<file path="config.mk">
export PLATFORM = sky130hd
export DESIGN_NAME = sequential_divider_flat
export DESIGN_NICKNAME = d
export VERILOG_FILES = /design/src/rtl/sequential_divider_if.sv /design/src/rtl/sequential_divider.sv /design/src/flat_wrapper.sv
export SDC_FILE = /design/constraint.sdc
export NUM_CORES = 1
export LEC_CHECK = 0
export ABC_AREA = 0
export BUFFER_PORTS_ARGS = -buffer_cell sky130_fd_sc_hd__buf_4
export CAP_MARGIN = 10
export CORE_MARGIN = 4
export CORE_UTILIZATION = 40
export CTS_CLUSTER_DIAMETER = 50
export DETAILED_ROUTE_END_ITERATION = 10
export GPL_TIMING_DRIVEN = 0
export PLACE_DENSITY_LB_ADDON = 0.08
export SLEW_MARGIN = 20
export SYNTH_ARGS = -nofsm -noshare
export SYNTH_HDL_FRONTEND = slang
export SYNTH_SLANG_ARGS = --single-unit
</file>
<file path="constraint.sdc">
create_clock -name clk -period 2.38 [get_ports clk]
set_input_delay 0.357 -clock clk [delete_from_list [all_inputs] [get_ports clk]]
set_output_delay 0.357 -clock clk [all_outputs]
set_load 0.02 [all_outputs]
</file>
<file path="src/rtl/sequential_divider_if.sv">
// Start/operand/result bundle shared by the sequential divider and its requester.
interface sequential_divider_if #(
  parameter int N_WIDTH = 16,
  parameter int D_WIDTH = 8
);
  logic               start;
  logic [N_WIDTH-1:0] dividend;
  logic [D_WIDTH-1:0] divisor;
  logic [N_WIDTH-1:0] quotient;
  logic [D_WIDTH-1:0] remainder;
  logic               done;
  logic               busy;
  logic               div_by_zero;
  logic [2:0]         state_out;

  modport master (
    output start, dividend, divisor,
    input  quotient, remainder, done, busy, div_by_zero, state_out
  );

  modport slave (
    input  start, dividend, divisor,
    output quotient, remainder, done, busy, div_by_zero, state_out
  );
endinterface

</file>
<file path="src/rtl/sequential_divider.sv">
// Iterative restoring divider: one quotient bit per clock, start/done/state_out control
// contract matching the sequential multiplier.
module sequential_divider #(
  parameter int N_WIDTH = 16,
  parameter int D_WIDTH = 8
) (
  input  logic                 clk,
  input  logic                 reset_a_n,
  sequential_divider_if.slave  bus
);
  localparam int               CNT_W     = $clog2(N_WIDTH + 1);
  localparam logic [CNT_W-1:0] LAST_STEP = CNT_W'(N_WIDTH - 1);

  typedef enum logic [2:0] {
    IDLE      = 3'b000,
    CALC      = 3'b001,
    CALC_DONE = 3'b100,
    ERR       = 3'b101
  } state_t;

  state_t             r_state;
  state_t             w_next_state;
  logic [CNT_W-1:0]   r_count;
  logic [D_WIDTH-1:0] r_p;
  logic [N_WIDTH-1:0] r_q;
  logic [D_WIDTH-1:0] r_divisor;
  logic [N_WIDTH-1:0] r_quotient;
  logic [D_WIDTH-1:0] r_remainder;
  logic               r_div_by_zero;

  logic               w_accept;
  logic               w_zero_div;
  logic               w_step;
  logic               w_last;
  logic               w_ge;
  logic [D_WIDTH:0]   w_p_sh;
  logic [D_WIDTH-1:0] w_sub;
  logic [D_WIDTH-1:0] w_p_next;
  logic [N_WIDTH-1:0] w_q_next;

  assign w_accept   = ((r_state == IDLE) || (r_state == ERR)) && bus.start;
  assign w_zero_div = (bus.divisor == {D_WIDTH{1'b0}});
  assign w_step     = (r_state == CALC) && !bus.start;
  assign w_last     = w_step && (r_count == LAST_STEP);

  // P stays below the divisor, so the shifted value fits D_WIDTH+1 bits and the
  // trial difference never needs more than D_WIDTH bits when it is kept.
  assign w_p_sh   = {r_p, r_q[N_WIDTH-1]};
  assign w_ge     = (w_p_sh >= {1'b0, r_divisor});
  assign w_sub    = D_WIDTH'(w_p_sh - {1'b0, r_divisor});
  assign w_p_next = w_ge ? w_sub : w_p_sh[D_WIDTH-1:0];
  assign w_q_next = {r_q[N_WIDTH-2:0], w_ge};

  always_ff @(posedge clk or negedge reset_a_n) begin
    if (!reset_a_n) begin
      r_state <= IDLE;
    end else begin
      r_state <= w_next_state;
    end
  end

  // Any unreachable encoding falls into ERR so a new start can recover it.
  always_comb begin
    w_next_state = r_state;
    case (r_state)
      IDLE, ERR: begin
        if (bus.start) begin
          w_next_state = w_zero_div ? ERR : CALC;
        end else begin
          w_next_state = r_state;
        end
      end
      CALC: begin
        if (bus.start) begin
          w_next_state = ERR;
        end else if (r_count == LAST_STEP) begin
          w_next_state = CALC_DONE;
        end else begin
          w_next_state = CALC;
        end
      end
      CALC_DONE: begin
        w_next_state = bus.start ? ERR : IDLE;
      end
      default: begin
        w_next_state = ERR;
      end
    endcase
  end

  always_ff @(posedge clk or negedge reset_a_n) begin
    if (!reset_a_n) begin
      r_count       <= {CNT_W{1'b0}};
      r_p           <= {D_WIDTH{1'b0}};
      r_q           <= {N_WIDTH{1'b0}};
      r_divisor     <= {D_WIDTH{1'b0}};
      r_quotient    <= {N_WIDTH{1'b0}};
      r_remainder   <= {D_WIDTH{1'b0}};
      r_div_by_zero <= 1'b0;
    end else if (w_accept) begin
      if (w_zero_div) begin
        r_div_by_zero <= 1'b1;
      end else begin
        r_count       <= {CNT_W{1'b0}};
        r_p           <= {D_WIDTH{1'b0}};
        r_q           <= bus.dividend;
        r_divisor     <= bus.divisor;
        r_div_by_zero <= 1'b0;
      end
    end else if (w_step) begin
      r_p     <= w_p_next;
      r_q     <= w_q_next;
      r_count <= r_count + CNT_W'(1);
      if (w_last) begin
        r_quotient  <= w_q_next;
        r_remainder <= w_p_next;
      end
    end
  end

  assign bus.quotient    = r_quotient;
  assign bus.remainder   = r_remainder;
  assign bus.done        = (r_state == CALC_DONE);
  assign bus.busy        = (r_state == CALC);
  assign bus.div_by_zero = r_div_by_zero;
  assign bus.state_out   = r_state;
endmodule
</file>
<file path="src/flat_wrapper.sv">
// flat-port wrapper written by rule: the top's interface ports become plain ports
module sequential_divider_flat 
#(
  parameter int N_WIDTH = 16,
  parameter int D_WIDTH = 8
)
  (clk, reset_a_n, bus_start, bus_dividend, bus_divisor, bus_quotient, bus_remainder, bus_done, bus_busy, bus_div_by_zero, bus_state_out);
  sequential_divider_if #(.N_WIDTH(N_WIDTH), .D_WIDTH(D_WIDTH)) bus_i ();
  input  logic clk;
  input  logic reset_a_n;
  input wire logic [$bits(bus_i.start)-1:0] bus_start;
  input wire logic [$bits(bus_i.dividend)-1:0] bus_dividend;
  input wire logic [$bits(bus_i.divisor)-1:0] bus_divisor;
  output wire logic [$bits(bus_i.quotient)-1:0] bus_quotient;
  output wire logic [$bits(bus_i.remainder)-1:0] bus_remainder;
  output wire logic [$bits(bus_i.done)-1:0] bus_done;
  output wire logic [$bits(bus_i.busy)-1:0] bus_busy;
  output wire logic [$bits(bus_i.div_by_zero)-1:0] bus_div_by_zero;
  output wire logic [$bits(bus_i.state_out)-1:0] bus_state_out;
  assign bus_i.start = bus_start;
  assign bus_i.dividend = bus_dividend;
  assign bus_i.divisor = bus_divisor;
  assign bus_quotient = bus_i.quotient;
  assign bus_remainder = bus_i.remainder;
  assign bus_done = bus_i.done;
  assign bus_busy = bus_i.busy;
  assign bus_div_by_zero = bus_i.div_by_zero;
  assign bus_state_out = bus_i.state_out;
  sequential_divider #(.N_WIDTH(N_WIDTH), .D_WIDTH(D_WIDTH)) u_core (.clk(clk), .reset_a_n(reset_a_n), .bus(bus_i));
endmodule
</file>
# Word-level counts from Yosys, hierarchy flattened
# Index checks and enable logic that the tools add are counted.
# totals
ff_bits	65
latch_bits	0
ram_bits	0
mem_bits_ro	0
output_inout_bits	30
wordCells	48
mem_count	0
# op_classes
addsub	2
multipliers	0
div	0
magnitude_cmp	1
eq_ne	6
shifts	0
muxes	17
n_bitwise	2
n_reduce_logical	12
# op_table
cell	count
two-way mux 16 bit	3
two-way mux 8 bit	4
two-way mux 3 bit	5
two-way mux 5 bit	3
>= comparator 9 x 8 -> 1 bit	1
case mux 3 bit (3 select lines)	1
logical NOT 8 bit	1
subtractor 8 bit	1
equality test 3 bit, second input constant	2
adder 5 x 1 -> 5 bit, second input constant	1
equality test 5 x 4 -> 1 bit, second input constant	1
!= test 2 bit, second input constant	2
AND reduction 2 bit	2
equality test 3 x 1 -> 1 bit, second input constant	1
logical AND 1 bit	3
logical NOT 3 bit	1
AND reduction 3 bit	1
inverter 1 bit	2
nonzero test 2 bit	1
OR reduction 2 bit	1
logical NOT 1 bit	1
logical OR 1 bit	1
two-way mux 1 bit	1

# Depth between registers and ports, before layout
# depth
word_depth	5
mapped_depth	9
ltp_nobuf	8

# Worst setup path before layout
# Ideal clock, no wire load.
# synth_timing
kind	register to register
startpoint	register u_core.r_state[2] (netlist: u_core.bus.state_out[2])
endpoint	register u_core.r_remainder[0] (netlist: u_core.bus.remainder[0])
arrival_time_ps	1821
required_time_ps	2248
path_slack_ps	426
stages_incl_launch_ff	9
n_path_buf	2
period_less_slack_ps	1954
cell_sequence	dfrtp_1 inv_1 ha_1 nor2b_1 buf_2 nand2_1 clkbuf_1 a32oi_1 o31ai_1
# synth_via
word_cells_on_any_way	9
cone_classes	eq/ne: 2; bitwise: 1; reduce/logical: 6
# synth_rtl
item	line	source
from (decl)	sequential_divider.sv:21	state_t r_state;
from (signal assigned)	sequential_divider.sv:58	r_state <= w_next_state;
equality test 3 x 1 -> 1 bit *	--	
via bus_busy	flat_wrapper.sv:17	output wire logic [$bits(bus_i.busy)-1:0] bus_busy;
logical AND 1 bit *	sequential_divider.sv:43	assign w_step = (r_state == CALC) && !bus.start;
logical AND 1 bit	sequential_divider.sv:44	assign w_last = w_step && (r_count == LAST_STEP);
AND reduction 3 bit (no line) *	--	
to (signal assigned)	sequential_divider.sv:98	r_remainder <= {D_WIDTH{1'b0}};
to (signal assigned)	sequential_divider.sv:116	r_remainder <= w_p_next;
to (decl)	sequential_divider.sv:28	logic [D_WIDTH-1:0] r_remainder;
# Mark *: on every way through the listed nets, which the timed path passes. The rest lies on a longest branch.
# A chain may end at the register's enable or synchronous reset.

# Worst setup path after layout
# layout_timing
startpoint	register u_core.r_p[5]
endpoint	register u_core.r_p[7]
# layout_via
elab_chain_cells	4
word_cells_on_any_way	5
cone_classes	add/sub: 1; order compare: 1; mux: 3
# layout_lines
item	line	source
from (decl)	sequential_divider.sv:24	logic [D_WIDTH-1:0] r_p;
from (signal assigned)	sequential_divider.sv:94	r_p <= {D_WIDTH{1'b0}};
from (signal assigned)	sequential_divider.sv:105	r_p <= {D_WIDTH{1'b0}};
from (signal assigned)	sequential_divider.sv:111	r_p <= w_p_next;
subtractor 8 bit or >= comparator 9 x 8 -> 1 bit (tied branches)	sequential_divider.sv:50, sequential_divider.sv:49	
two-way mux 8 bit *	sequential_divider.sv:51	assign w_p_next = w_ge ? w_sub : w_p_sh[D_WIDTH-1:0];
two-way mux 8 bit *	sequential_divider.sv:110	end else if (w_step) begin
two-way mux 8 bit *	sequential_divider.sv:100	end else if (w_accept) begin
# Every way passes the cells marked *; elsewhere a longest branch is shown, timed or not. The select of a mux whose other input is x is not followed.

==> flow_summary.ini <==
[outcome]
outcome = finished clean

[timing]
whs_ns = 0.09686
max-slew-margin-rel = 0.4442
worstMarginPinSlew_ns = 0.8337
fin_worst_skew_ns = 0.01002
fin_crit_sh = 0.9418
finalSetupViolations = 0
final_max_slew_viol_count = 0
setup_slack_ns = 0.1386
fmax_mhz = 446.1
period_minus_slack_ns = 2.241
hold_viol_final = 0

[placed_design]
dp_worst_setup_slack_ns = 0.1192
dp_cells = 505
hpwl_mm = 5.776
place.gp.congestion = 0.8599
portBuffers = 54
dpl-instance-area_um2 = 3782

[critical_path]
worst_setup_path_start_kind = register
slowest_stage = a211oi_2
path_delay_family = compound AO/OA/AOI/OAI gates
crit_required_ns = 2.65
critPathMaxFanout = 10
r2r_setup_slack_ns = 0.14
criticalPathCategory = register to register
crit_arrival_ns = 2.51
cp_cell_sequence = ha_1 > a21o_1 > a211oi_2 > buf_2 > a31oi_1 > a21oi_1
slowest_delay_ns = 0.52
path_buf_inv = 1
cp-end-kind = register

[cells_and_area]
diodes = 0
instances_no_fill = 521
drive_above_1_share = 0.2148
nFillCells = 750
final_util = 0.5178
syn2layout_area_growth_pct = 24.41
nNetsFinal = 454
stdcell_area_um2 = 4043

[global_route]
antenna_found_initial = 0
grt_pass1_vias = 2737
overflow = 0
grtUsageTotal = 0.1747
grt_max_degree = 65
grt_pass1_wl_mm = 13.39

[route]
drc = 0
ant_nets = 0
vias = 2763
wl_per_cell_um = 15.37
wirelength_mm = 8.010
drt_first_pass_iters = 5
drt_iter0_drc = 97
via_per_inst = 5.303

[synthesis]
synthTopCellsByArea = dfrtp_1 49%, nand2_1 11%, ha_1 4.6%
ys_seq_area_frac = 0.4929
synth_top_area_frac = 0.4929
synth.cell_area_um2 = 3249
ys_ff_latch = 64
synthFlopType = dfrtp_1
synthCells = 349
synth-async-reset-ratio = 1.000
yosysTopAreaCell = dfrtp_1
synth_area_per_cell_um2 = 9.311
syn-num-nets = 389
synth-edff-count = 0
yosysUniqueCellTypes = 50
yosysWarnings = 0

[clock_network]
cts_max_path_buffers = 2
cts_buffers = 9
clock_latency_ns = 0.35
root_buffer = clkbuf_8
htree_levels = 3
clk_pin_slew_ns = 0.07
clock-sinks = 64
cts_tree = done

[die]
start_util = 0.4162
core_region_area_um2 = 7807
io_pins = 57
dieArea_um2 = 9630
fp.dieH_um = 98.13
die_width_um = 98.13
row_count = 32

[power_and_ir_drop]
p_seq_frac = 0.306
p_comb_frac = 0.465
p_leak_nw = 2.035
vdd_drop_max_v = 0.0004579
p_clk_frac = 0.229
cellPowerDensity_nw_per_um2 = 1287
net-switching-power_w = 0.002129
p_sw_frac = 0.4090
internal_power_w = 0.003076

[min_path]
hp-class = input port to async pin

[job]
cap_violations = 0
-- final timing paths --
path,from,endpoint,cells after the start
max,u_core.r_p[5],u_core.r_p[7],6
min,reset_a_n,u_core.r_divisor[7],1
max reg2reg,u_core.r_p[5],u_core.r_p[7],6
min reg2reg,u_core.bus.quotient[14],u_core.bus.quotient[14],2
max in group asynchronous,reset_a_n,u_core.r_divisor[4],1
min in group clk,bus_dividend[10],u_core.r_q[10],3
-- cell families after synthesis --
family | count (synthesis) | synth area share
adders and majority gates | 13 | 0.05237
DFF | 64 | 0.4929
muxes | 2 | 0.006546
and+or+nand+nor | 149 | 0.2056
AOI/OAI and AO/OA | 84 | 0.1798
xor gates and xnor gates | 4 | 0.01078
buffers and inverters | 32 | 0.05083
other | 1 | 0.001154
-- cell usage after synthesis (2+ instances only) --
| cell | count |
|---|---|
| a211o_1 | 2 |
| a21oi_1 | 16 |
| a22oi_1 | 16 |
| a31oi_1 | 5 |
| a32o_1 | 2 |
| a32oi_1 | 2 |
| a41oi_1 | 2 |
| and2_1 | 2 |
| and3_1 | 3 |
| buf_2 | 6 |
| buf_6 | 3 |
| clkbuf_1 | 7 |
| dfrtp_1 | 64 |
| ha_1 | 12 |
| inv_1 | 13 |
| nand2_1 | 95 |
| nand2b_1 | 5 |
| nand3_1 | 9 |
| nand4_1 | 4 |
| nor2_1 | 15 |
| nor2b_1 | 3 |
| nor3_1 | 7 |
| o21ai_0 | 15 |
| o221ai_1 | 2 |
| o22a_1 | 2 |
| o31ai_1 | 10 |
| or4_4 | 2 |
| xor2_1 | 3 |
-- layout make-up --
cell class	count	area, µm²	share of cell area
buffer	19	116.4	0.02878
clock inverter	6	116.4	0.02878
timing repair buffer	54	405.4	0.1003
inverter	13	48.80	0.01207
tap	102	127.6	0.03157
clock buffer	10	137.6	0.03405
sequential	64	1602	0.3962
multi-input combinational	253	1489	0.3683
-- cells in the final DEF (no fill, tap or decap), types with 4 or more instances in the layout --
| master | count |
|---|---|
| nand2_1 | 95 |
| dfrtp_1 | 64 |
| buf_4 | 55 |
| a21oi_1 | 16 |
| a22oi_1 | 16 |
| nor2_1 | 15 |
| o21ai_0 | 15 |
| inv_1 | 13 |
| ha_1 | 12 |
| o31ai_1 | 10 |
| clkbuf_8 | 10 |
| nand3_1 | 9 |
| clkbuf_1 | 7 |
| nor3_1 | 7 |
| buf_2 | 6 |
| nand2b_1 | 5 |
| a31oi_1 | 5 |
| nand4_1 | 4 |
-- routing by layer --
layer,GRT usage,up-vias,wire length (µm),share of wire
met3,0.03929,13,364,0.045
met4,0.07353,0,144,0.018
met2,0.2644,59,3708,0.46
li1,-,1354,-,-
met5,0,-,0,0
met1,0.2420,1337,3792,0.47
-- through the flow --
stage                     setup TNS (ns)  total power (W)
final                                  0         0.005205
after detailed placement               0         0.003997
after global placement                 0         0.003964
after CTS                              0         0.005194
after global routing            -0.02753         0.005600
after floorplan                        0         0.003362
-- power groups by stage --
stage	clock network, W	registers, W	logic (W)
final	0.00119	0.00159	0.00242
after CTS	0.00121	0.00159	0.00239
after global routing	0.00125	0.00163	0.00271
after floorplan	0	0.00157	0.00179
after detailed placement	0	0.00161	0.00239
after global placement	0	0.00161	0.00236
-- flip-flops by register name (all words and copies together), names as in the netlist --
signal                  cells
u_core.bus.div_by_zero      1
u_core.bus.quotient        16
u_core.bus.remainder        8
u_core.bus.state_out        2
u_core.r_count              5
u_core.r_divisor            8
u_core.r_p                  8
u_core.r_q                 16
-- worst reg2reg max path: stages, from the launching register on --
cell and delay [ns]:
dfrtp_1 0.43, ha_1 0.36, a21o_1 0.25, a211oi_2 0.52, buf_2 0.32, a31oi_1 0.11
a21oi_1 0.17
-- timing repair --
item | 4_1_cts | 5_1_grt
endpoints found under the setup margin | 0 | 11
resized for setup | 0 | 2
hold buffers | 0 | 0
buffers inserted | 0 | 0
(Power assumes the default switching activity.)
